===== config.mk =====
export PLATFORM = sky130hd
export DESIGN_NAME = ram_fifo_ctrl
export DESIGN_NICKNAME = d
export VERILOG_FILES = /design/src/rtl/ram_fifo_ctrl.sv
export SDC_FILE = /design/constraint.sdc
export NUM_CORES = 1
export LEC_CHECK = 0
export BUFFER_PORTS_ARGS = -buffer_cell sky130_fd_sc_hd__buf_2
export CAP_MARGIN = 10
export CORE_MARGIN = 2
export CORE_UTILIZATION = 52
export CTS_BUF_LIST = sky130_fd_sc_hd__clkbuf_16
export CTS_CLUSTER_DIAMETER = 150
export DETAILED_ROUTE_END_ITERATION = 8
export PLACE_DENSITY = 0.84
export SYNTH_ARGS = -nofsm -noshare
export SYNTH_HDL_FRONTEND = slang
export SYNTH_SLANG_ARGS = --single-unit

===== constraint.sdc =====
create_clock -name clk -period 10.2 [get_ports clk]
set_input_delay 2.04 -clock clk [delete_from_list [all_inputs] [get_ports clk]]
set_output_delay 2.04 -clock clk [all_outputs]
set_load 0.005 [all_outputs]

===== src/rtl/ram_fifo_ctrl.sv =====
// ram_fifo_ctrl: FIFO controller wrapped around a simple dual-port RAM.
// Generates RAM write/read addresses and enables, hides the RAM's one-cycle
// read latency behind a registered output-valid flag, and exposes a
// ready/valid push/pop stream interface. Capacity is MEM_DEPTH words in RAM
// plus the one word parked on the RAM output.
module ram_fifo_ctrl #(
  parameter int MEM_WIDTH = 8,
  parameter int MEM_DEPTH = 256,
  parameter int ADDR_SIZE = $clog2(MEM_DEPTH)
) (
  input  logic                 clk,
  input  logic                 rst,
  input  logic [MEM_WIDTH-1:0] push_data,
  input  logic                 push_valid,
  output logic                 push_ready,
  output logic                 pop_valid,
  input  logic                 pop_ready,
  output logic [MEM_WIDTH-1:0] pop_data,
  output logic [ADDR_SIZE:0]   level,
  output logic                 overflow,
  output logic [MEM_WIDTH-1:0] ram_din,
  output logic [ADDR_SIZE-1:0] ram_addr_wr,
  output logic [ADDR_SIZE-1:0] ram_addr_rd,
  output logic                 ram_wr_en,
  output logic                 ram_rd_en,
  input  logic [MEM_WIDTH-1:0] ram_dout
);

  localparam int CW = ADDR_SIZE + 1;
  localparam logic [CW-1:0] DEPTH_CNT = CW'(MEM_DEPTH);

  logic [ADDR_SIZE-1:0] wrPtr_q, wrPtr_d;
  logic [ADDR_SIZE-1:0] rdPtr_q, rdPtr_d;
  logic [CW-1:0]        memCount_q, memCount_d;
  logic                 outValid_q, outValid_d;
  logic                 overflow_q, overflow_d;

  logic full;
  logic pushFire;
  logic popFire;
  logic readFire;

  // Handshake decode: a read is launched whenever RAM holds data and the
  // output slot is free or being vacated this cycle. Only entries written on
  // an earlier edge are counted, so a read never targets the word being
  // written in the same cycle.
  always_comb begin
    full     = (memCount_q == DEPTH_CNT);
    pushFire = push_valid & ~full & ~rst;
    popFire  = outValid_q & pop_ready;
    readFire = ~rst & (memCount_q != '0) & (~outValid_q | popFire);
  end

  // Next-state computation for pointers, occupancy and the output-valid flag;
  // pointers wrap naturally because MEM_DEPTH is a power of two.
  always_comb begin
    wrPtr_d    = wrPtr_q;
    rdPtr_d    = rdPtr_q;
    memCount_d = memCount_q;
    outValid_d = outValid_q;
    overflow_d = push_valid & full;

    if (pushFire) begin
      wrPtr_d = wrPtr_q + ADDR_SIZE'(1);
    end
    if (readFire) begin
      rdPtr_d = rdPtr_q + ADDR_SIZE'(1);
    end

    case ({pushFire, readFire})
      2'b10:   memCount_d = memCount_q + CW'(1);
      2'b01:   memCount_d = memCount_q - CW'(1);
      default: memCount_d = memCount_q;
    endcase

    if (readFire) begin
      outValid_d = 1'b1;
    end else if (popFire) begin
      outValid_d = 1'b0;
    end
  end

  // State register with synchronous reset that discards all buffered words.
  always_ff @(posedge clk) begin
    if (rst) begin
      wrPtr_q    <= '0;
      rdPtr_q    <= '0;
      memCount_q <= '0;
      outValid_q <= 1'b0;
      overflow_q <= 1'b0;
    end else begin
      wrPtr_q    <= wrPtr_d;
      rdPtr_q    <= rdPtr_d;
      memCount_q <= memCount_d;
      outValid_q <= outValid_d;
      overflow_q <= overflow_d;
    end
  end

  // Output mapping: the head word lives on the RAM output and stays stable
  // while no read is issued.
  always_comb begin
    push_ready  = ~full & ~rst;
    pop_valid   = outValid_q;
    pop_data    = ram_dout;
    level       = memCount_q + CW'(outValid_q);
    overflow    = overflow_q;
    ram_din     = push_data;
    ram_addr_wr = wrPtr_q;
    ram_addr_rd = rdPtr_q;
    ram_wr_en   = pushFire;
    ram_rd_en   = readFire;
  end

endmodule


# == Word-level counts from Yosys, hierarchy flattened ==
# Cells that the tools add are included.
# totals
ff_bits,27
in_bits,20
elab_cells,30
# op_classes
addsub,5
n_eq_ne,3
n_mux,3
n_bitwise,11
reduce_logical,3
# op_table
cell,count
9-bit one-hot mux with 2 select lines,1
"8-bit by 1-bit adder with 8-bit output, second input constant",2
9-bit by 1-bit adder with 9-bit output,1
"9-bit by 1-bit adder with 9-bit output, second input constant",1
"9-bit equality test, second input constant",1
9-bit nonzero test,1
"9-bit by 1-bit subtractor with 9-bit output, second input constant",1
1-bit bitwise AND,7
2-bit nonzero test,2
1-bit NOT,3
"2-bit by 1-bit equality test with 1-bit output, second input constant",1
"2-bit equality test, second input constant",1
1-bit 2-to-1 mux,2
1-bit OR,1

# == Longest topological paths before layout ==
# Gate-level depths: netlist (run 1).
# logic_depth
ltp_word,6
depth_mapped,12
ltp_nobuf,10

# == Least setup slack after synthesis (run 1) ==
# Ideal clock, no wire load.
# synth_timing
path_kind,input port to output port
from,input port rst
to,output port ram_rd_en
arrival_time_ns,2.696
required_ns,8.160
path_slack_ns,5.464
stages,3
path_buffers,2
path_cell_list,clkbuf_1 > clkbuf_1 > nor2_1
# synth_via
elab_chain_len,3
# synth_rtl
item,line,text
from (decl),12,"input logic rst,"
1-bit NOT,51,readFire = ~rst & (memCount_q != '0) & (~outValid_q | popFire);
1-bit bitwise AND (2 in a row),51,
to (decl),25,"output logic ram_rd_en,"
# Every way passes these cells.

# == Worst setup path after layout (run 1) ==
# layout_timing
from,input port rst
to,output port ram_wr_en
# layout_via
elab_chain_len,2
# layout_rtl
item,line,text
1-bit NOT,49,pushFire = push_valid & ~full & ~rst;
1-bit bitwise AND,49,
to (decl),24,"output logic ram_wr_en,"
# Every way passes these cells.

==> impl_metrics.sql, run 1 <==
INSERT INTO impl_metrics (metric_group, metric, value, unit) VALUES
('status', 'outcome', 'finished, final reports clean', ''),
('synthesis', 'yosysWarnings', '0', ''),
('placement', 'detailed_place_hpwl', '2500', 'microns'),
('worst_setup_path', 'worst_r2r_endpoint', 'memCount_q[8]', ''),
('worst_setup_path', 'cp.buffers_inverters', '2', ''),
('worst_setup_path', 'critPathCaptureType', 'output port', ''),
('floorplan', 'die_boundary_width', '61.5', 'microns'),
('synthesis', 'ys_dominant_reg_cell', 'sky130_fd_sc_hd__dfxtp_1', ''),
('timing', 'period_needed', '5550', 'ps'),
('synthesis', 'synth_async_sr_flop_share', '0', '%'),
('synthesis', 'synthesis.area', '1720', 'sq um'),
('cells_and_area', 'layout_area_growth_over_synthesis', '8.53', '%'),
('timing', 'hold_viol_final', '0', ''),
('timing', 'timing_worst_slew_pin_value', '862', 'ps'),
('timing', 'timing.final.max_slew_violations', '0', ''),
('timing', 'report.final.setup_viol', '0', ''),
('cells_and_area', 'layout_commonest_cell', 'sky130_fd_sc_hd__buf_2', ''),
('worst_setup_path', 'critical_path_class', 'primary input to output port', ''),
('timing', 'fin_skew', '1.76', 'ps'),
('route', 'detail_route.wl_per_cell', '13.6', 'microns'),
('timing', 'max_fclk', '180', 'MHz'),
('worst_setup_path', 'start_kind', 'primary input', ''),
('synthesis', 'synth.top_cells.by_area', 'sky130_fd_sc_hd__dfxtp_1 (31%), sky130_fd_sc_hd__ha_1 (8.7%), sky130_fd_sc_hd__buf_4 (7.0%)', ''),
('grt', 'grt_usage', '20.6', '%'),
('clock_network', 'clkSlewWorstSetupHoldPaths', '70', 'ps'),
('timing', 'timing.final.crit_share', '54.4', '%'),
('route', 'vias_per_cell', '5.53', ''),
('clock_network', 'clk_path_buf_depth', '2', ''),
('flow_run', 'max_cap_violations', '0', ''),
('worst_hold_path', 'worst_hold_path.endpoint', 'ram_addr_wr[7]', ''),
('worst_hold_path', 'hold_path_depth', '2', ''),
('timing', 'final.setup.tns', '0', 'ps'),
('worst_setup_path', 'crit_fanout', '34', ''),
('synthesis', 'number_of_enable_flip_flop_cells_after_synthesis', '0', ''),
('placement', 'placement.cell_area', '1780', 'sq um'),
('worst_setup_path', 'crit_chain', 'buf_2, nand2b_1, a31oi_1, buf_2', ''),
('route', 'drc', '0', ''),
('cells_and_area', 'n_antenna_cell', '0', ''),
('clock_network', 'clock_sink_count', '27', ''),
('synthesis', 'synth.lib_cells_used.distinct', '39', ''),
('clock_network', 'tritoncts_clock_tree', 'yes', ''),
('grt', 'grt_pass1_vias', '1264', ''),
('route', 'routed_wl', '3520', 'microns'),
('placement', 'gpl.final_weighted_congestion', '0.925', ''),
('worst_setup_path', 'worst-r2r-cell-count', '10', ''),
('synthesis', 'ys_seq_elements', '27', ''),
('floorplan', 'floorplan.core_area', '3100', 'sq um'),
('floorplan', 'initial_core_util', '55.3', '%'),
('pwr', 'power_leakage', '0.840', 'nW'),
('clock_network', 'post-cts-setup-buffers', '0', ''),
('pwr', 'power.ir.vdd_worst', '0.150', 'mV'),
('synthesis', 'yosysSeqAreaShare', '31.5', '%'),
('worst_hold_path', 'worst_hold_path_type', 'flip-flop to flip-flop', ''),
('route', 'route.met3.wl', '137', 'microns'),
('cells_and_area', 'post-route-cell-area', '1860', 'sq um'),
('synthesis', 'synth.avg_cell_area', '8.58', 'sq um'),
('clock_network', 'post_cts_resized', '0', ''),
('placement', 'post-place-ws', '4720', 'ps'),
('worst_setup_path', 'cpMostUsedCell', 'sky130_fd_sc_hd__buf_2', ''),
('floorplan', 'number_of_rows_in_the_core_area', '20', ''),
('worst_setup_path', 'arrival', '3510', 'ps'),
('worst_setup_path', 'worst-endpoint-required', '8160', 'ps'),
('synthesis', 'synth_largest_area_cell', 'sky130_fd_sc_hd__dfxtp_1', ''),
('floorplan', 'die_area', '3780', 'sq um'),
('route', 'top_layer', 'met4', ''),
('timing', 'fin_hold_ws', '513', 'ps'),
('floorplan', 'top_level_ports', '66', ''),
('route', 'met2_wire_length', '1800', 'microns'),
('grt', 'grt_pass1_wl', '5860', 'microns'),
('route', 'initialDrtViolationCount', '102', ''),
('synthesis', 'post-synth-top-area-fraction', '31.5', '%');
[layer usage]
metal  track usage (%)  vias to the layer above
li1                  -                      715
met5                 0                        -
met1              26.1                      669
met3             0.840                        6
met2              35.9                       37
met4              9.73                        0
[synth_stat cells (all sizes together) (3+ instances only)]
master,n
nand2b,3
a31oi,3
nor2,25
a21oi,10
dfxtp,27
o21ai,4
a21o,3
nand4,4
ha,12
nor3,4
or4,3
nand2,15
xor2,12
nor4,3
xnor2,12
clkbuf,4
nand3,13
buf,19
or3,3
mux2i,3
[registers in the layout, summed over array words and instances, names as in the netlist]
| signal | cells |
|---|---|
| ram_addr_rd | 8 |
| overflow | 1 |
| ram_addr_wr | 8 |
| pop_valid | 1 |
| memCount_q | 9 |
[cell families (layout without fill, tap and decap cells)]
group                    count (synthesis)  after routing  share of synthesized area, %
AO/OA/AOI/OAI                           29             29                          11.7
XOR/XNOR                                24             24                          12.2
adder cells (fa/ha/maj)                 13             13                          9.91
buffers and inverters                   25             39                          9.55
flip-flops                              27             27                          31.5
multiplexers                             4              4                          2.41
AND/OR/NAND/NOR                         78             78                          22.7
[where the power goes]
group | internal [W] | switching [W] | total, W
clock | 0.0000533 | 0.0000364 | 0.0000896
combinational | 0.000125 | 0.000154 | 0.000279
sequential | 0.000126 | 0.0000366 | 0.000163
total | 0.000305 | 0.000227 | 0.000531
[tightest hold or removal path: cells and delay by family (launching register included)]
family	cells	cell delay [ps]
simple gates	1	70
flops	1	340
xor+xnor	1	70
[stage by stage]
stage / std cells / util [%] / power [W]
finish: 258 / 60.0 / 0.000531
global route: 258 / 60.0 / 0.000575
CTS: 258 / 60.0 / 0.000531
detailed placement: 254 / 57.4 / 0.000439
global placement: 254 / 57.4 / 0.000426
floorplan: 200 / - / 0.000376
[worst max-delay path by stage]
stage,from,to,slack [ps],cells after the start
2_1_floorplan,rst,ram_rd_en,5460,3
3_3_place_gp,rst,ram_wr_en,4740,4
3_5_place_dp,rst,ram_wr_en,4720,4
4_1_cts,rst,ram_wr_en,4700,4
5_1_grt,rst,ram_wr_en,4480,4
6_report,rst,ram_wr_en,4650,4
[final cells by class]
| type | instances | area, sq um |
|---|---|---|
| Multi-Input combinational cell | 148 | 1010 |
| Clock buffer | 3 | 75.1 |
| Tap cell | 44 | 55.1 |
| Fill cell | 298 | 1240 |
| Sequential cell | 27 | 541 |
| Clock inverter | 1 | 7.51 |
| Timing Repair Buffer | 33 | 165 |
| Inverter | 2 | 7.51 |
Note: power is estimated with default switching activity, not from simulation.
==> run 2: changes to the inputs <==
--- a/config.mk
+++ b/config.mk
@@ -5,14 +5,15 @@
 export SDC_FILE = /design/constraint.sdc
 export NUM_CORES = 1
 export LEC_CHECK = 0
+export ABC_AREA = 1
 export BUFFER_PORTS_ARGS = -buffer_cell sky130_fd_sc_hd__buf_2
 export CAP_MARGIN = 10
 export CORE_MARGIN = 2
-export CORE_UTILIZATION = 52
+export CORE_UTILIZATION = 51
 export CTS_BUF_LIST = sky130_fd_sc_hd__clkbuf_16
 export CTS_CLUSTER_DIAMETER = 150
 export DETAILED_ROUTE_END_ITERATION = 8
-export PLACE_DENSITY = 0.84
+export PLACE_DENSITY = 0.8
 export SYNTH_ARGS = -nofsm -noshare
 export SYNTH_HDL_FRONTEND = slang
 export SYNTH_SLANG_ARGS = --single-unit
==> constraint.sdc (replaced) <==
create_clock -name clk -period 5.6 [get_ports clk]
set_input_delay 1.12 -clock clk [delete_from_list [all_inputs] [get_ports clk]]
set_output_delay 1.12 -clock clk [all_outputs]
set_load 0.005 [all_outputs]
==> run 2 against run 1 <==
  * Critical path depth up 9
  * Cell area up 17%
  * Synthesized cell count up 50%
  * First-iteration DRC count down 3.9%
  * Power up 66%
  * Critical path type is now primary input to flip-flop
  * Sequential cell count unchanged
  * Global-route usage up 0.47 points
  * Critical endpoint is now memCount_q[7]
  * Sequential share of layout area down 4.2 points
==> impl_metrics.sql, run 2 <==
INSERT INTO impl_metrics (metric_group, metric, value, unit) VALUES
('status', 'outcome', 'finished, final reports clean', ''),
('synthesis', 'ys_seq_elements', '27', ''),
('route', 'detail_route.wl_per_cell', '11.6', 'microns'),
('synthesis', 'synth.avg_cell_area', '6.72', 'sq um'),
('worst_setup_path', 'crit_fanout', '22', ''),
('grt', 'global_route.overflow_total', '0', ''),
('cells_and_area', 'layout_commonest_cell', 'sky130_fd_sc_hd__nand2_1', ''),
('route', 'vias_per_cell', '5.14', ''),
('worst_setup_path', 'start_kind', 'primary input', ''),
('placement', 'io_buffer_count', '33', ''),
('floorplan', 'floorplan.core_area', '3720', 'sq um'),
('floorplan', 'top_level_ports', '66', ''),
('clock_network', 'post-cts-setup-buffers', '0', ''),
('timing', 'fin_skew', '4.05', 'ps'),
('grt', 'grt_usage', '21.0', '%'),
('pwr', 'power_leakage', '1.16', 'nW'),
('timing', 'report.final.setup_viol', '0', ''),
('synthesis', 'ys_dominant_reg_cell', 'sky130_fd_sc_hd__dfxtp_1', ''),
('cells_and_area', 'drive_above_1_share', '15.5', '%'),
('synthesis', 'syn-num-nets', '332', ''),
('worst_setup_path', 'worst-endpoint-required', '5780', 'ps'),
('cells_and_area', 'registers.top_by_ff_count', 'memCount_q', ''),
('synthesis', 'synth_async_sr_flop_share', '0', '%'),
('route', 'route.vias.total', '1871', ''),
('timing', 'hold_viol_final', '0', ''),
('timing', 'period_needed', '3270', 'ps'),
('floorplan', 'die_boundary_width', '66.8', 'microns'),
('cells_and_area', 'n_antenna_cell', '0', ''),
('timing', 'timing_worst_slew_pin_value', '447', 'ps'),
('timing', 'max_fclk', '306', 'MHz'),
('worst_setup_path', 'critical_path_class', 'primary input to flip-flop', ''),
('grt', 'grt_pass1_vias', '1691', ''),
('synthesis', 'synth_largest_area_cell', 'sky130_fd_sc_hd__dfxtp_1', ''),
('synthesis', 'synth.top_cells.by_area', 'sky130_fd_sc_hd__dfxtp_1 (27%), sky130_fd_sc_hd__nand2_1 (14%), sky130_fd_sc_hd__nand3_1 (8.7%)', ''),
('clock_network', 'cts_made_buffers', '3', ''),
('worst_setup_path', 'arrival', '3440', 'ps'),
('clock_network', 'clkSlewWorstSetupHoldPaths', '70', 'ps'),
('timing', 'timing.final.crit_share', '58.4', '%'),
('clock_network', 'tritoncts_clock_tree', 'yes', ''),
('floorplan', 'number_of_rows_in_the_core_area', '22', ''),
('timing', 'slew-limit-headroom', '70.2', '%'),
('synthesis', 'post_synth_most_frequent_cells', 'sky130_fd_sc_hd__nand2_1 (76), sky130_fd_sc_hd__inv_1 (40), sky130_fd_sc_hd__nand3_1 (35)', ''),
('cells_and_area', 'most-common-layout-cells', 'sky130_fd_sc_hd__nand2_1 (76), sky130_fd_sc_hd__inv_1 (40), sky130_fd_sc_hd__nand3_1 (35), sky130_fd_sc_hd__buf_2 (33), sky130_fd_sc_hd__dfxtp_1 (27)', ''),
('placement', 'detailed_place_hpwl', '3150', 'microns'),
('worst_setup_path', 'critPathCaptureType', 'flip-flop', ''),
('cells_and_area', 'largest_register_ffs', '9', ''),
('timing', 'final.setup.worst_slack', '2330', 'ps'),
('floorplan', 'floorplan.die.height', '66.8', 'microns'),
('clock_network', 'hold_buffer_count_at_cts', '0', ''),
('synthesis', 'number_of_enable_flip_flop_cells_after_synthesis', '0', ''),
('route', 'drtPass1Iterations', '4', ''),
('pwr', 'power.ir.vdd_worst', '0.251', 'mV'),
('clock_network', 'cts_root_buffer', 'sky130_fd_sc_hd__clkbuf_16', ''),
('synthesis', 'postSynthCellCount', '299', ''),
('synthesis', 'yosys.cell_count.top_type', 'sky130_fd_sc_hd__nand2_1', ''),
('grt', 'grt_antenna_before_repair', '0', ''),
('pwr', 'pwr_density_cell', '405', 'nW/um^2'),
('timing', 'final.setup.tns', '0', 'ps'),
('grt', 'pin_count_of_the_biggest_net_entering_global_routing', '23', ''),
('synthesis', 'post-synth-top-area-fraction', '26.9', '%'),
('cells_and_area', 'fin_util', '58.6', '%'),
('clock_network', 'clock_sink_count', '27', ''),
('floorplan', 'initial_core_util', '54.1', '%'),
('clock_network', 'clk_latency', '270', 'ps'),
('timing', 'timing.final.max_slew_violations', '0', ''),
('synthesis', 'synthesis.area', '2010', 'sq um'),
('clock_network', 'htree_num_levels', '1', ''),
('floorplan', 'die_area', '4460', 'sq um'),
('placement', 'post-place-ws', '2050', 'ps'),
('flow_run', 'max_cap_violations', '0', ''),
('cells_and_area', 'fin_nets', '350', ''),
('clock_network', 'clk_path_buf_depth', '2', ''),
('clock_network', 'post_cts_resized', '0', ''),
('synthesis', 'yosysSeqAreaShare', '26.9', '%'),
('route', 'antenna_left', '0', ''),
('route', 'initialDrtViolationCount', '98', ''),
('grt', 'grt_pass1_wl', '7350', 'microns'),
('placement', 'gpl.final_weighted_congestion', '0.869', ''),
('synthesis', 'synth.lib_cells_used.distinct', '26', ''),
('cells_and_area', 'layout_area_growth_over_synthesis', '8.41', '%'),
('worst_hold_path', 'worst_hold_path_type', 'flip-flop to flip-flop', ''),
('synthesis', 'yosysWarnings', '0', ''),
('timing', 'rsz_0062_raised_after_global_routing', 'no', ''),
('route', 'routed_wl', '4240', 'microns'),
('route', 'drc', '0', '');
==> run 2: cell types whose count changed in the layout (fill, tap and decap cells not counted), moves of 4 or more <==
cell	previous run	this run
sky130_fd_sc_hd__xnor2_1	12	7
sky130_fd_sc_hd__inv_1	2	40
sky130_fd_sc_hd__nand3_1	13	35
sky130_fd_sc_hd__nand2_1	15	76
sky130_fd_sc_hd__nand3b_1	0	7
sky130_fd_sc_hd__xor2_1	12	8
sky130_fd_sc_hd__a21oi_1	10	17
==> run 2: cell families after synthesis <==
family,after synthesis,synth area share [%]
AND/OR/NAND/NOR,156,36.2
adder cells (fa/ha/maj),13,8.47
XOR/XNOR,15,6.54
AO/OA/AOI/OAI,27,7.35
buffers and inverters,61,14.6
flip-flops,27,26.9
==> run 2: critical path, cell delays in order <==
cell                      delay [ps]
sky130_fd_sc_hd__buf_2           240
sky130_fd_sc_hd__nor2_2          340
sky130_fd_sc_hd__nand2_4         130
sky130_fd_sc_hd__inv_1           120
sky130_fd_sc_hd__ha_1            390
sky130_fd_sc_hd__ha_1            340
sky130_fd_sc_hd__or2_2           320
sky130_fd_sc_hd__nand3_1         120
sky130_fd_sc_hd__nand2_1          70
sky130_fd_sc_hd__nand2_1          60
sky130_fd_sc_hd__nand3_1          70
sky130_fd_sc_hd__nand2_1          80
sky130_fd_sc_hd__inv_1            40
==> run 2: stage by stage <==
step / std cells / instance area (sq um) / power [W] / hold WS (ps)
after CTS: 364 / 2180 / 0.000883 / 496
after global routing: 364 / 2180 / 0.000959 / 525
after global placement: 360 / 2100 / 0.000700 / 481
after detailed placement: 360 / 2100 / 0.000707 / 485
after floorplan: 299 / 2010 / 0.000605 / 481
final: 364 / 2180 / 0.000881 / 493
==> run 2: power by group <==
group | switching, W | internal [W]
sequential | 0.0000561 | 0.000229
clock | 0.0000745 | 0.0000974
combinational | 0.000256 | 0.000168
==> run 2: area by class of cell <==
| type | instances | area (sq um) |
|---|---|---|
| Inverter | 41 | 154 |
| Tap cell | 48 | 60.1 |
| Fill cell | 340 | 1540 |
| Timing Repair Buffer | 33 | 165 |
| Sequential cell | 27 | 541 |
| Clock inverter | 1 | 7.51 |
| Clock buffer | 3 | 75.1 |
| Multi-Input combinational cell | 211 | 1180 |
==> run 2: worst paths after layout <==
| path | startpoint | end | slack, ps | depth (start not counted) |
|---|---|---|---|---|
| max reg2reg | memCount_q[0] | memCount_q[7] | 2940 | 15 |
| max | rst | memCount_q[7] | 2330 | 13 |
| min | ram_addr_rd[7] | ram_addr_rd[7] | 490 | 2 |
| min reg2reg | ram_addr_rd[7] | ram_addr_rd[7] | 490 | 2 |
==> run 2: per-layer routing <==
layer	up-vias	GRT usage (%)	routed length (microns)
met5	-	0	0
met4	0	6.12	47
met3	4	3.38	234
met2	57	33.8	1890
met1	840	28.9	2070
li1	970	-	-
